`src/rtl/age_issue_select.sv`:
```
// Oldest-first issue selector for one execution unit: tree pick, registered issue stage, one-hot clear back to the queue.
// Latency: clear_entry in the pick cycle, issue_valid the next cycle; stalls on !exe_ready, waits for muti_finish when multi-cycle.
module age_issue_select #(
    parameter int ENTRIES      = 16,
    parameter int AGE_WIDTH    = 5,
    parameter int OPCODE_WIDTH = 7,
    parameter int MULTI_CYCLE  = 0,
    parameter int IDX_W        = $clog2(ENTRIES)
) (
    input  logic                            clk,
    input  logic                            rst,
    input  logic [OPCODE_WIDTH-1:0]         op_correct,
    input  logic [ENTRIES-1:0]              req_valid,
    input  logic [ENTRIES*OPCODE_WIDTH-1:0] req_op,
    input  logic [ENTRIES*AGE_WIDTH-1:0]    req_age,
    input  logic                            flush,
    input  logic                            exe_ready,
    input  logic                            muti_finish,
    output logic                            issue_valid,
    output logic [IDX_W-1:0]                issue_addr,
    output logic [AGE_WIDTH-1:0]            issue_age,
    output logic [ENTRIES-1:0]              clear_entry,
    output logic                            unit_busy
);

    typedef enum logic {IDLE, BUSY} state_t;

    state_t                 state_q, state_d;
    logic                   issue_valid_q, issue_valid_d;
    logic [IDX_W-1:0]       issue_addr_q, issue_addr_d;
    logic [AGE_WIDTH-1:0]   issue_age_q, issue_age_d;

    logic [ENTRIES-1:0]     eligible;
    logic                   node_vld [1:2*ENTRIES-1];
    logic [IDX_W-1:0]       node_idx [1:2*ENTRIES-1];
    logic [AGE_WIDTH-1:0]   node_age [1:2*ENTRIES-1];
    logic                   accept, finish_ok, load_ok, capture;

    always_comb begin
        for (int i = 0; i < ENTRIES; i++) begin
            eligible[i] = req_valid[i] && (req_op[i*OPCODE_WIDTH +: OPCODE_WIDTH] == op_correct);
        end
    end

    // Heap-ordered tree: leaves at ENTRIES+i, left child always covers the lower indices,
    // so taking the right child only on strictly smaller age gives the lower-index tie-break.
    always_comb begin
        for (int i = 0; i < ENTRIES; i++) begin
            node_vld[ENTRIES+i] = eligible[i];
            node_idx[ENTRIES+i] = IDX_W'(i);
            node_age[ENTRIES+i] = req_age[i*AGE_WIDTH +: AGE_WIDTH];
        end
        for (int n = ENTRIES - 1; n >= 1; n--) begin
            if (node_vld[2*n+1] && (!node_vld[2*n] || (node_age[2*n+1] < node_age[2*n]))) begin
                node_vld[n] = 1'b1;
                node_idx[n] = node_idx[2*n+1];
                node_age[n] = node_age[2*n+1];
            end else begin
                node_vld[n] = node_vld[2*n];
                node_idx[n] = node_idx[2*n];
                node_age[n] = node_age[2*n];
            end
        end
    end

    always_comb begin
        accept    = issue_valid_q && exe_ready;
        finish_ok = (MULTI_CYCLE != 0) && muti_finish;
        load_ok   = (!issue_valid_q || exe_ready) && !flush && ((state_q == IDLE) || finish_ok);
        capture   = node_vld[1] && load_ok && !rst;

        clear_entry = '0;
        if (capture) begin
            clear_entry[node_idx[1]] = 1'b1;
        end

        issue_valid_d = issue_valid_q;
        issue_addr_d  = issue_addr_q;
        issue_age_d   = issue_age_q;
        if (flush) begin
            issue_valid_d = 1'b0;
        end else if (capture) begin
            issue_valid_d = 1'b1;
            issue_addr_d  = node_idx[1];
            issue_age_d   = node_age[1];
        end else if (accept) begin
            issue_valid_d = 1'b0;
        end

        state_d = state_q;
        if (MULTI_CYCLE == 0 || flush) begin
            state_d = IDLE;
        end else begin
            case (state_q)
                IDLE:    if (accept) state_d = BUSY;
                BUSY:    if (muti_finish && !accept) state_d = IDLE;
                default: state_d = IDLE;
            endcase
        end
    end

    always_ff @(posedge clk) begin
        if (rst) begin
            state_q       <= IDLE;
            issue_valid_q <= 1'b0;
            issue_addr_q  <= '0;
            issue_age_q   <= '0;
        end else begin
            state_q       <= state_d;
            issue_valid_q <= issue_valid_d;
            issue_addr_q  <= issue_addr_d;
            issue_age_q   <= issue_age_d;
        end
    end

    assign issue_valid = issue_valid_q;
    assign issue_addr  = issue_addr_q;
    assign issue_age   = issue_age_q;
    assign unit_busy   = (state_q == BUSY);

endmodule

```
`config.mk`:
```
export PLATFORM = sky130hd
export DESIGN_NAME = age_issue_select
export DESIGN_NICKNAME = d
export VERILOG_FILES = /design/src/rtl/age_issue_select.sv
export SDC_FILE = /design/constraint.sdc
export NUM_CORES = 1
export LEC_CHECK = 0
export CORE_ASPECT_RATIO = 1.25
export CORE_MARGIN = 2
export CORE_UTILIZATION = 30
export DETAILED_ROUTE_END_ITERATION = 8
export HOLD_SLACK_MARGIN = 0.12
export PLACE_DENSITY_LB_ADDON = 0.12
export SYNTH_ARGS = -nofsm -noshare
export SYNTH_HDL_FRONTEND = slang
export SYNTH_SLANG_ARGS = --single-unit
```
`constraint.sdc`:
```
create_clock -name clk -period 10.05 [get_ports clk]
set_input_delay 1.5075 -clock clk [delete_from_list [all_inputs] [get_ports clk]]
set_output_delay 1.5075 -clock clk [all_outputs]
set_load 0.005 [all_outputs]
```
# After elaboration in Yosys (flattened, before gate mapping)
# Index checks and enable logic that the tools add are counted.
[op_classes]
n_lt_le_gt_ge = 17
n_reduce_logical = 73
eq_ne = 16
muxes = 50
n_bitwise = 1
[ops]
columns = ["op", "n"]
rows = [
  ["7-bit equality test", 16],
  ["5-bit less-than comparator", 15],
  ["5-bit 2-to-1 mux", 15],
  ["1-bit logical AND", 36],
  ["4-bit 2-to-1 mux", 7],
  ["1-bit 2-to-1 mux", 26],
  ["1-bit zero test", 18],
  ["1-bit logical OR", 16],
  ["16-bit 2-to-1 mux", 1],
  ["4-bit by 5-bit less-than comparator with 1-bit output, second input constant", 1],
  ["1-bit demux with 4-bit select", 1],
  ["4-bit by 1-bit greater-or-equal comparator with 1-bit output, second input constant", 1],
  ["2-bit AND reduction", 1],
  ["2-bit nonzero test", 1],
  ["2-bit OR reduction", 1],
  ["1-bit NOT", 1],
]
[totals]
word_cells = 160
reg_bits = 10

# Logic depth before layout (Yosys ltp)
# Gate-level depths: netlist of the first run.
[depth]
depth_word = 23
ltp_mapped = 36
depth_no_buf = 33

# Worst setup path after synthesis of the first run
# Ideal clock, no wire load.
[synth_timing]
kind = "input to output"
from = "input req_age[52]"
to = "output clear_entry[12]"
arrival_time_ps = 7648
cell_stages = 35
t_required_ps = 8543
path_slack_ps = 894
path_cell_list = "inv_1 -> ha_1 -> a21o_1 -> a31oi_1 -> o21ai_0 -> a211oi_4 -> nor2_1 -> a21oi_1 -> inv_1 -> ha_1 -> a21o_1 -> a21o_1 -> a21o_1 -> o21ai_0 -> o21a_1 -> o31a_1 -> buf_2 -> mux2i_1 -> inv_1 -> ha_1 -> a21o_1 -> a21o_1 -> a21oi_1 -> o21ai_0 -> a21o_1 -> buf_2 -> mux2_2 -> ha_1 -> a21o_1 -> a21o_1 -> a21oi_1 -> o21a_1 -> o31ai_4 -> or3_1 -> nor3_1"
[synth_via]
elab_chain_len = 21
word_cells_on_any_way = 32
[synth_lines]
columns = ["element", "line", "text"]
rows = [
  ["start: declaration", "15", "input logic [ENTRIES*AGE_WIDTH-1:0] req_age,"],
  ["5-bit less-than comparator", "54", "if (node_vld[2*n+1] && (!node_vld[2*n] || (node_age[2*n+1] < node_age[2*n]))) begin"],
  ["1-bit logical OR", "54", ""],
  ["1-bit logical AND", "54", ""],
  ["5-bit 2-to-1 mux", "54", ""],
  ["5-bit less-than comparator", "54", ""],
  ["1-bit logical OR", "54", ""],
  ["1-bit logical AND", "54", ""],
  ["5-bit 2-to-1 mux / 1-bit 2-to-1 mux (equally long branches)", "54", ""],
  ["[... 5 more ...]", "-", ""],
  ["1-bit logical OR", "54", ""],
  ["1-bit logical AND", "54", ""],
  ["4-bit 2-to-1 mux", "54", ""],
  ["4-bit by 5-bit less-than comparator with 1-bit output (not written as such) / 4-bit by 1-bit greater-or-equal comparator with 1-bit output (equally long branches)", "74", "clear_entry[node_idx[1]] = 1'b1;"],
  ["1-bit logical AND (not written as such)", "74", ""],
  ["1-bit 2-to-1 mux (not written as such)", "74", ""],
  ["1-bit demux with 4-bit select", "74", ""],
  ["16-bit 2-to-1 mux (*)", "73", "if (capture) begin"],
  ["end: declaration", "22", "output logic [ENTRIES-1:0] clear_entry,"],
]
# Every way passes the cells marked *; elsewhere a longest branch is shown, timed or not.

# Final worst setup path of the first run
[layout_timing]
from = "input req_age[52]"
to = "output clear_entry[7]"
# The elaborated chain is that of the path after synthesis.

==> results of run 1 <==
worst max-delay path, delay by kind of cell:
kind	cells	cell delay, ns
buffers and inverters	9	1.45
and+or+nand+nor	2	0.31
AOI/OAI and AO/OA	17	3.10
muxes	3	0.91
adders and majority gates	4	0.91
path summary, 6_finish.rpt:
kind	start	endpoint	slack (ns)	cells after the start
setup / recovery	req_age[52]	clear_entry[7]	0.34	35
hold / removal	issue_addr[2]$_SDFFE_PP0P_	issue_addr[2]$_SDFFE_PP0P_	0.48	2
setup reg to reg	issue_valid$_SDFFE_PP0P_	issue_addr[2]$_SDFFE_PP0P_	8.25	6
hold reg to reg	issue_addr[2]$_SDFFE_PP0P_	issue_addr[2]$_SDFFE_PP0P_	0.48	2
metrics by stage:
stage	total power [mW]	hold slack, ns	TNS [ns]	cells
floorplan	0.178	0.474	0	619
global placement	0.303	0.473	-3.26	1114
detailed placement	0.310	0.477	-4.95	1114
CTS	0.384	0.482	-0.168	1122
global route	0.430	0.519	-0.158	1140
finish	0.400	0.479	0	1140
layout by cell type, fill, tap and decap left out, types with 4 or more instances in the layout:
master / netlist / final
clkdlybuf4s50_1: 0 / 225
xnor2_1: 111 / 110
buf_4: 2 / 78
inv_1: 57 / 56
ha_1: 60 / 55
nor2_1: 61 / 54
nand4_1: 43 / 43
a21oi_1: 50 / 30
mux2i_1: 36 / 25
a21o_1: 24 / 24
a21oi_2: 0 / 20
nand2_1: 13 / 13
buf_6: 12 / 12
nor2b_1: 11 / 11
dfxtp_1: 10 / 10
nand2b_1: 9 / 9
mux2i_2: 1 / 9
dlymetal6s2s_1: 0 / 8
clkbuf_2: 0 / 8
a31oi_1: 9 / 7
and2_1: 7 / 7
nor3_2: 0 / 7
a21boi_4: 3 / 6
o21ai_0: 13 / 6
o22ai_1: 6 / 6
and3_1: 6 / 6
nor3_1: 13 / 6
nand3b_1: 6 / 6
nor2_2: 1 / 5
ha_4: 0 / 5
o21ai_2: 0 / 4
o31a_1: 4 / 4
mux2_4: 0 / 4
o31ai_1: 4 / 4
metal layers:
layer	global-route usage [%]	up-vias	wire, um
li1	-	2803	-
met1	21.0	2534	6620
met2	40.4	174	9470
met3	2.97	20	971
met4	3.61	0	271
met5	0	-	0
cells by family (layout without fill, tap and decap cells):
group                      after synthesis  after routing  share of synthesized area [%]
and+or+nand+nor                        177            177                           19.7
AOI/OAI and AO/OA                      133            133                           19.9
xor gates and xnor gates               112            112                           21.3
buffers and inverters                   82            395                           8.88
adders and majority gates               60             60                           16.2
muxes                                   44             44                           9.74
DFF                                     10             10                           4.31
other                                    1              1                         0.0807
final cells by class:
type,count,area [um^2]
clock buffer,3,75.1
fill,1414,6780
inverter,57,214
multi-input combinational,527,4400
sequential,10,200
tap,208,260
timing repair buffer,335,3150
power breakdown:
part / switching (mW) / internal [mW]
combinational: 0.118 / 0.171
sequential: 0.000446 / 0.0408
clock: 0.0183 / 0.0516
total: 0.136 / 0.263
state kept, by name, summed over array words and instances, names as in the netlist:
| signal | cells |
|---|---|
| issue_addr | 4 |
| issue_age | 5 |
| issue_valid | 1 |
timing repair:
action,4_1_cts,5_1_grt
hold buffers,0,0
hold endpoints to repair,0,0
gates resized for setup,27,109
cloned,0,0
endpoints found under the setup margin,16,16
setup buffers,5,18
pin swaps,4,15
==> summary.txt, run 1 <==
Drt
  • First drt pass iteration count: 4
  • Detailed Route WL: 17.3 mm
  • Vias: 5531
  • # DRC: 0
  • Detailed Route Iter0 Violations: 171
  • Routed Antenna Nets: 0
  • Wire per inst: 15.2 um
  • Vias per std cell: 4.85

Synth
  • Syn nets: 899
  • Syn Std Cell Area: 4650 um^2
  • Ys flop type: dfxtp_1
  • Top cells by count, synth: 111 x xnor2_1, 61 x nor2_1, 60 x ha_1
  • Syn avg cell area: 7.51 um^2
  • Cell taking the most area after synthesis: xnor2_1
  • Seq/Total Area, Yosys: 4.31%
  • Yosys top cell area share: 20.9%
  • FF+latch count, synth: 10
  • Most frequent cell after synthesis: xnor2_1
  • Asr flop ratio synth: 0%
  • Mapped Cells: 619
  • Post-synth EDFFs: 0
  • Synth warnings: 0
  • Library cells used by synthesis: 47
  • Main area contributors after synthesis: xnor2_1 21%, ha_1 16%, mux2i_1 7.8%

Critical path
  • Most used cell, CP: a21o_1
  • Crit-path max cell delay: 0.50 ns
  • CP Class: in -> out
  • CP Max Fanout: 8
  • CP max stage cell: o31ai_4
  • Req. time, crit path: 8.54 ns
  • Crit path DAT: 8.20 ns
  • Worst setup SP type: input pin
  • Setup crit end kind: output port

Run status
  • Outcome: finished clean

Pwr
  • IR drop worst, VDD: 0.0000464 V
  • Leakage power: 3.52 nW
  • Cell Pwr Density: 48.2 nW/um^2

Timing
  • Fin crit period: 9.71 ns
  • Fmax: 103 MHz
  • Final hold violation count: 0
  • Period utilization: 96.6%
  • Clock Skew: 0.00106 ns
  • Max-slew violations: 0
  • Setup WS post-layout: 0.342 ns
  • Setup violators final: 0
  • Max-slew headroom: 51.6%
  • Worst Max-Slew Pin Slew: 0.719 ns

Floorplanning
  • DIE AREA: 16500 um^2
  • Starting density of the core: 30.8%
  • Site row count: 50
  • Die H: 143 um
  • I/O Pins: 247
  • Core Box Area: 15100 um^2
  • Die width: 115 um

Clocking
  • Clock slew seen by the registers of the worst setup and hold paths: 0.04 ns
  • CTS Buf Count: 3
  • Root buffer cell: clkbuf_16
  • H-tree depth: 1
  • CTS tree: done
  • Clk sink count: 10
  • Worst skew pair latency: 0.24 ns
  • Bufs on Longest Clock Path: 2

Run
  • Max Cap Viol: 0

Place
  • Placed cell areas: 7660 um^2
  • Pre-CTS setup slack: -0.370 ns
  • Port bufs: 244
  • GP Congestion: 0.849
  • Dpl hpwl: 15.3 mm

Global route
  • Vias in the first global route: 5766
  • GRT overflow: 0
  • Gr usage total: 19.8%
  • Largest net degree at the start of global routing: 16
  • Initial antenna violation count: 0
  • First-pass GRT wire length: 26.5 mm

Min path
  • Hold WC Path Type: reg -> reg

Final layout
  • Number of diodes: 0
  • Post-Route Utilization: 55.0%
  • Nets: 1214
  • Area Overhead vs Synth: 78.4%
  • Ratio of cells with drive above 1 in the final layout: 20.1%
  • Post-route design area: 8290 um^2
No activity file was read; power rests on OpenSTA's default activity.
==> inputs of run 2 (changes only) <==
--- a/config.mk
+++ b/config.mk
@@ -11,6 +11,7 @@
 export DETAILED_ROUTE_END_ITERATION = 8
 export HOLD_SLACK_MARGIN = 0.12
 export PLACE_DENSITY_LB_ADDON = 0.12
+export SKIP_CTS_REPAIR_TIMING = 1
 export SYNTH_ARGS = -nofsm -noshare
 export SYNTH_HDL_FRONTEND = slang
 export SYNTH_SLANG_ARGS = --single-unit
==> summary.txt, run 2 (synthesized netlist as in run 1, its figures left out) <==
Final layout
  • Max FFs per register: 5 (unchanged)
  • Number of diodes: 0 (unchanged)
  • Area Overhead vs Synth: 79.1%
  • Post-route design area: 8320 um^2 (+0.36%)
  • Nets: 1215 (+0.082%)
  • Non-Filler Instances: 1141 (+0.088%)
  • Ratio of cells with drive above 1 in the final layout: 18.6% (-1.4 points)
  • Commonest cells after routing, fill and taps aside: 224 x clkdlybuf4s50_1, 109 x xnor2_1, 81 x buf_4, 57 x inv_1, 56 x ha_1
  • Fillers: 1412 (-0.14%)
  • Most common cell after layout, fill and taps aside: clkdlybuf4s50_1

Floorplanning
  • Starting density of the core: 30.8% (unchanged)
  • DIE AREA: 16500 um^2 (unchanged)
  • Die H: 143 um (unchanged)
  • I/O Pins: 247 (unchanged)
  • Site row count: 50 (unchanged)
  • Die width: 115 um (unchanged)
  • Core Box Area: 15100 um^2 (unchanged)

Timing
  • Fmax: 103 MHz (-0.14%)
  • Clock Skew: 0.000442 ns (-0.000620 ns)
  • Setup WS post-layout: 0.329 ns (-0.0134 ns)
  • Final setup TNS: 0 ns (unchanged)
  • Setup violators final: 0 (unchanged)
  • Worst Max-Slew Pin Slew: 0.629 ns (-0.0901 ns)
  • Max-slew headroom: 57.7% (+6.1 points)
  • Fin crit period: 9.72 ns (+0.0134 ns)
  • Final hold violation count: 0 (unchanged)
  • Period utilization: 96.7% (+0.13 points)
  • Max-slew violations: 0 (unchanged)

Pwr
  • Combinational share of power: 72.3% (about the same)
  • Clk pwr share: 17.3% (-0.2 points)
  • Switching Share: 33.9% (-0.20 points)
  • Sw Pwr: 135 uW (-0.79%)
  • Cell Pwr Density: 47.9 nW/um^2 (-0.58%)
  • Leakage power: 3.68 nW (+4.5%)
  • Internal power: 264 uW (about the same)
  • Power share of the sequential group: 10.3% (about the same)
  • IR drop worst, VDD: 0.0000443 V (-4.5%)

Critical path
  • CP max stage cell: clkdlybuf4s50_1
  • CP Max Fanout: 7 (-1)
  • Crit path DAT: 8.21 ns (about the same)
  • Most used cell, CP: a21o_1
  • Req. time, crit path: 8.54 ns (about the same)
  • Worst setup SP type: input pin
  • CP Class: in -> out
  • Setup crit end kind: output port
  • Crit-path max cell delay: 0.45 ns (-0.05 ns)

Drt
  • Routed Antenna Nets: 0 (unchanged)
  • Vias per std cell: 4.84 (-0.23%)
  • # DRC: 0 (unchanged)
  • Detailed Route WL: 17.2 mm (-0.60%)
  • First drt pass iteration count: 4 (unchanged)
  • Wire per inst: 15.1 um (-0.69%)
  • Vias: 5523 (-0.14%)
  • Detailed Route Iter0 Violations: 168 (-1.8%)

Clocking
  • Clock slew seen by the registers of the worst setup and hold paths: 0.04 ns (about the same)
  • Clk sink count: 10 (unchanged)
  • CTS tree: done
  • Bufs on Longest Clock Path: 2 (unchanged)
  • Worst skew pair latency: 0.24 ns (about the same)
  • H-tree depth: 1 (unchanged)
  • CTS Buf Count: 3 (unchanged)
  • Root buffer cell: clkbuf_16

Place
  • Pre-CTS setup slack: -0.370 ns (unchanged)
  • Placed cell areas: 7660 um^2 (unchanged)
  • Dpl hpwl: 15.3 mm (unchanged)
  • GP Congestion: 0.849 (unchanged)
  • Placed cell count: 1114 (unchanged)
  • Port bufs: 244 (unchanged)

Global route
  • Initial antenna violation count: 0 (unchanged)
  • GRT overflow: 0 (unchanged)
  • Gr usage total: 19.6% (-0.24 points)
  • First-pass GRT wire length: 26.2 mm (-1.3%)
  • Largest net degree at the start of global routing: 16 (unchanged)
  • Vias in the first global route: 5666 (-1.7%)

Run status
  • Outcome: finished clean

Min path
  • Hold WC Path Type: reg -> reg

Run
  • Max Cap Viol: 0 (unchanged)
## run 2: cell count changes in the layout (fill, tap and decap cells not counted), sizes merged
cell | before | now
dlymetal6s2s | 8 | 18
clkdlybuf4s50 | 225 | 224
o31ai | 5 | 6
clkbuf | 11 | 4
buf | 94 | 92
## run 2: final timing paths
| check | from | endpoint | slack (ns) | depth (start not counted) |
|---|---|---|---|---|
| max reg2reg | issue_valid$_SDFFE_PP0P_ | issue_addr[2]$_SDFFE_PP0P_ | 8.22 | 6 |
| max | req_age[52] | clear_entry[14] | 0.33 | 37 |
| min reg2reg | issue_addr[2]$_SDFFE_PP0P_ | issue_addr[2]$_SDFFE_PP0P_ | 0.48 | 2 |
| min | issue_addr[2]$_SDFFE_PP0P_ | issue_addr[2]$_SDFFE_PP0P_ | 0.48 | 2 |
## run 2: metal layers
layer | wire length, um | global-route usage, % | vias up
met5 | 0 | 0 | -
met4 | 264 | 3.04 | 0
met3 | 994 | 2.93 | 20
met2 | 9410 | 39.9 | 167
met1 | 6560 | 21.0 | 2529
li1 | - | - | 2807
## run 2: critical path: cells and delay by family
kind / cells / cell delay, ns
compound gates: 20 / 3.16
fa+ha+maj: 4 / 1.06
simple gates: 2 / 0.23
buf+inv: 8 / 1.30
mux: 3 / 0.93
## run 2: stage by stage
stage | util, % | power [mW] | hold slack (ns)
finish | 55.2 | 0.399 | 0.479
global route | 55.2 | 0.430 | 0.519
CTS | 51.3 | 0.381 | 0.482
detailed placement | 50.8 | 0.310 | 0.477
global placement | 50.8 | 0.303 | 0.473
floorplan | - | 0.178 | 0.474
## run 2: cell type report
type / count / area [um^2] / area share [%]
multi-input combinational: 528 / 4370 / 52.5
timing repair buffer: 335 / 3210 / 38.5
tap: 208 / 260 / 3.13
inverter: 57 / 214 / 2.57
sequential: 10 / 200 / 2.40
clock buffer: 3 / 75.1 / 0.902
## run 2: power groups by stage
stage | logic (mW) | registers (mW) | clock network, mW
final | 0.288 | 0.0412 | 0.0690
after global placement | 0.261 | 0.0418 | 0
after global routing | 0.316 | 0.0413 | 0.0725
after detailed placement | 0.268 | 0.0418 | 0
after floorplan | 0.136 | 0.0419 | 0
after CTS | 0.269 | 0.0412 | 0.0701
==> edit 1, RTL diff (config.mk and constraints of run 1) <==
Change the parameter `OPCODE_WIDTH` from 7 to 14.
--- a/src/rtl/age_issue_select.sv
+++ b/src/rtl/age_issue_select.sv
@@ -5,3 +5,3 @@
     parameter int AGE_WIDTH    = 5,
-    parameter int OPCODE_WIDTH = 7,
+    parameter int OPCODE_WIDTH = 14,
     parameter int MULTI_CYCLE  = 0,
Ports: changed (resized op_correct and req_op); port bits go from 247 to 366. The function was not compared with the original's and may differ.
==> edit 1 against run 1 <==
First-iteration DRC count up 110%. Area after synthesis is 55% higher. Power up 95%. Critical path depth is 7 higher. Worst setup slack worse by 0.20 ns. Register-to-register slack about the same. Wire length up 130%. Sequential cell count did not move. Die area grew 53%. Clock skew about the same. Cell area is 98% higher.
==> edit 1: results <==
[routing]
drtIter0Drc = 363
dr.pass1.iters = 5
vias = 10400
met1_length_um = 14400
route.met2.wl_um = 20700

[synth]
synth_compound_area_frac = 0.185
syn_nets = 1343
synth_cells = 944
muxShareOfSynthArea = 0.0463
yosys-top-cells-count = "xnor2_1 (216), nand4_1 (102), inv_1 (63), ha_1 (60), nor2_1 (59)"
synth_adder_area_share = 0.104
synth_area_leaders = "xnor2_1 (26%), ha_1 (10%), nand4_1 (8.8%), buf_6 (3.9%), a21oi_1 (3.8%)"

[clock_tree]
cts_setup_buffers = 75
cts_resized = 195

[run_status]
status = "finished clean"

[final_layout]
fillers = 1869
layout.nets = 2110
fin_cells = 2010

[global_route]
grt_antenna_before_repair = 13
grt_use_total = 0.290

[place]
post-dp-hpwl_um = 31300
gp_congestion = 0.980

[critical_path]
cpMaxStageDelayCell = "clkdlybuf4s50_1"
rrSetupSlack_ns = 8.24

[power]
vdd_drop_max_mv = 0.0431
==> edit 1: changes by cell type after synthesis, sizes merged, moves of 10 or more <==
cell | run 1 | this run
xnor2 | 112 | 224
nand4 | 43 | 102
nand3 | 1 | 39
or4 | 1 | 20
nor4 | 3 | 21
nand2 | 13 | 27
buf | 20 | 33
mux2i | 37 | 27
==> edit 1: final cells by class <==
type,count,area share
Inverter,63,0.0144
Timing Repair Buffer,798,0.444
Antenna cell,8,0.00122
Tap cell,292,0.0223
Multi-Input combinational cell,835,0.500
Sequential cell,10,0.0122
Clock buffer,4,0.00541
==> edit 1: worst paths after layout <==
check	start	end	depth (start not counted)
max	req_age[72]	clear_entry[8]	42
min	issue_age[0]	issue_age[0]	2
max reg2reg	issue_valid	issue_addr[2]	6
min reg2reg	issue_age[0]	issue_age[0]	2
==> edit 1: tightest hold or removal path: stages (launching register included) <==
cell and delay [ns]:
dfxtp_1 0.30, nand2_1 0.05, a21oi_1 0.05
==> edit 2, RTL diff (config.mk and constraints of run 1) <==
Without the edit above. Take the reset off `issue_addr_q` and load it in a clocked block of its own.
--- a/src/rtl/age_issue_select.sv
+++ b/src/rtl/age_issue_select.sv
@@ -105,3 +105,2 @@
             issue_valid_q <= 1'b0;
-            issue_addr_q  <= '0;
             issue_age_q   <= '0;
@@ -110,5 +109,8 @@
             issue_valid_q <= issue_valid_d;
-            issue_addr_q  <= issue_addr_d;
             issue_age_q   <= issue_age_d;
         end
+    end
+
+    always_ff @(posedge clk) begin
+        issue_addr_q <= issue_addr_d;
     end
Behaviour: differs if rst is asserted again (counterexample within 4 cycles, from zero or initial values and one cycle with rst high); with rst held inactive, the same outputs for 10 cycles.
==> edit 2 against run 1 <==
Clock power is essentially flat. Wire length grew 27%. Largest power group unchanged. Power grew 27%. Maximum frequency shrank 0.70%. Worst setup slack lost 0.069 ns. Non-clock buffer count grew 206. Cell area grew 32%. Combinational power grew 36%. Synthesized cell count grew 14%. First-iteration DRC count grew 29%. Area after synthesis grew 13%. Sequential cell count is the same.
==> edit 2: results <==
[global_route]
grt_pass1_wl_um = 33800
grt_max_degree = 13
grt_use_total = 0.222
gr-usage-met3 = 0.0315
globalRouteMet1Util = 0.246
grt_antenna_before_repair = 2
grt_pass1_vias = 7158

[run_status]
status = "finished clean"

[power]
power_switching_w = 0.000176
vdd_drop_max_mv = 0.0473
leakage_nw = 4.88

[synth]
yosys-top-cells-count = "xnor2_1 (94), nor2_1 (63), ha_1 (60), inv_1 (58), a21oi_1 (48)"
synth_adder_area_share = 0.143
seq_area_frac_synth = 0.0458
synth-xor-area-share = 0.191
synth_compound_area_frac = 0.294
synth_edf_count = 4
ys_types = 78
syn_nets = 988
syn_avg_cell_area_um2 = 7.41

[place]
post_dp_cell_area_um2 = 9550
post-dp-hpwl_um = 18200
io_buffers = 244
gp_congestion = 0.891
dp.cells = 1383

[critical_path]
path_max_fanout = 6
critPathArrivalTime_ns = 8.27
cpMaxStageDelayCell = "clkdlybuf4s50_1"
max_stage_delay_ns = 0.45

[final_layout]
fillers = 1579
fin_cells = 1449
multi_input_area_um2 = 5360
drive_gt1_frac = 0.386
antennaDiodeCount = 0

[sta]
skew_ns = 0.000481
max_slew.worst_pin.slew_ns = 0.687

[routing]
vias = 7127
wirelength_um = 22100
met1_length_um = 8460
[edit 2: final cells by class]
type                       instances  area share
clock buffer                       3     0.00683
clock inverter                     1    0.000342
inverter                          59      0.0206
multi-input combinational        611       0.488
sequential                        10      0.0219
tap                              224      0.0255
timing repair buffer             541       0.437
[edit 2: metrics by stage]
| step | hold WS [ns] | setup slack, ns |
|---|---|---|
| 2_1_floorplan | 0.447 | 0.579 |
| 3_3_place_gp | 0.467 | -0.631 |
| 3_5_place_dp | 0.470 | -0.744 |
| 4_1_cts | 0.476 | -0.0253 |
| 5_1_grt | 0.488 | -0.0727 |
| 6_report | 0.471 | 0.274 |
[edit 2: critical path, delay by kind of cell]
family                     cells  cell delay, ns
AOI/OAI and AO/OA             23            3.71
buffers and inverters         13            1.96
adders and majority gates      4            0.89
and+or+nand+nor                3            0.18
[edit 2: power groups by stage]
| stage | registers, W | clock network, W | logic [W] |
|---|---|---|---|
| after floorplan | 0.0000449 | 0 | 0.000150 |
| after CTS | 0.0000442 | 0.0000707 | 0.000357 |
| after detailed placement | 0.0000448 | 0 | 0.000337 |
| after global placement | 0.0000448 | 0 | 0.000333 |
| final | 0.0000442 | 0.0000697 | 0.000394 |
| after global routing | 0.0000443 | 0.0000728 | 0.000429 |
[edit 2: what timing repair did]
item	4_1_cts	5_1_grt
gates cloned	0	0
pin swaps	32	72
endpoints found under the hold margin	0	0
resized for setup	108	142
setup endpoints to repair	16	16
setup buffers	24	39
[edit 2: path summary, 6_finish.rpt]
kind / start / to / slack, ns / cells after the start
worst max-delay path: req_age[31] / clear_entry[12] / 0.27 / 43
worst min-delay path: issue_age[0] / issue_age[0] / 0.47 / 2
worst max register to register: issue_valid / issue_age[0] / 8.57 / 7
worst min register to register: issue_age[0] / issue_age[0] / 0.47 / 2
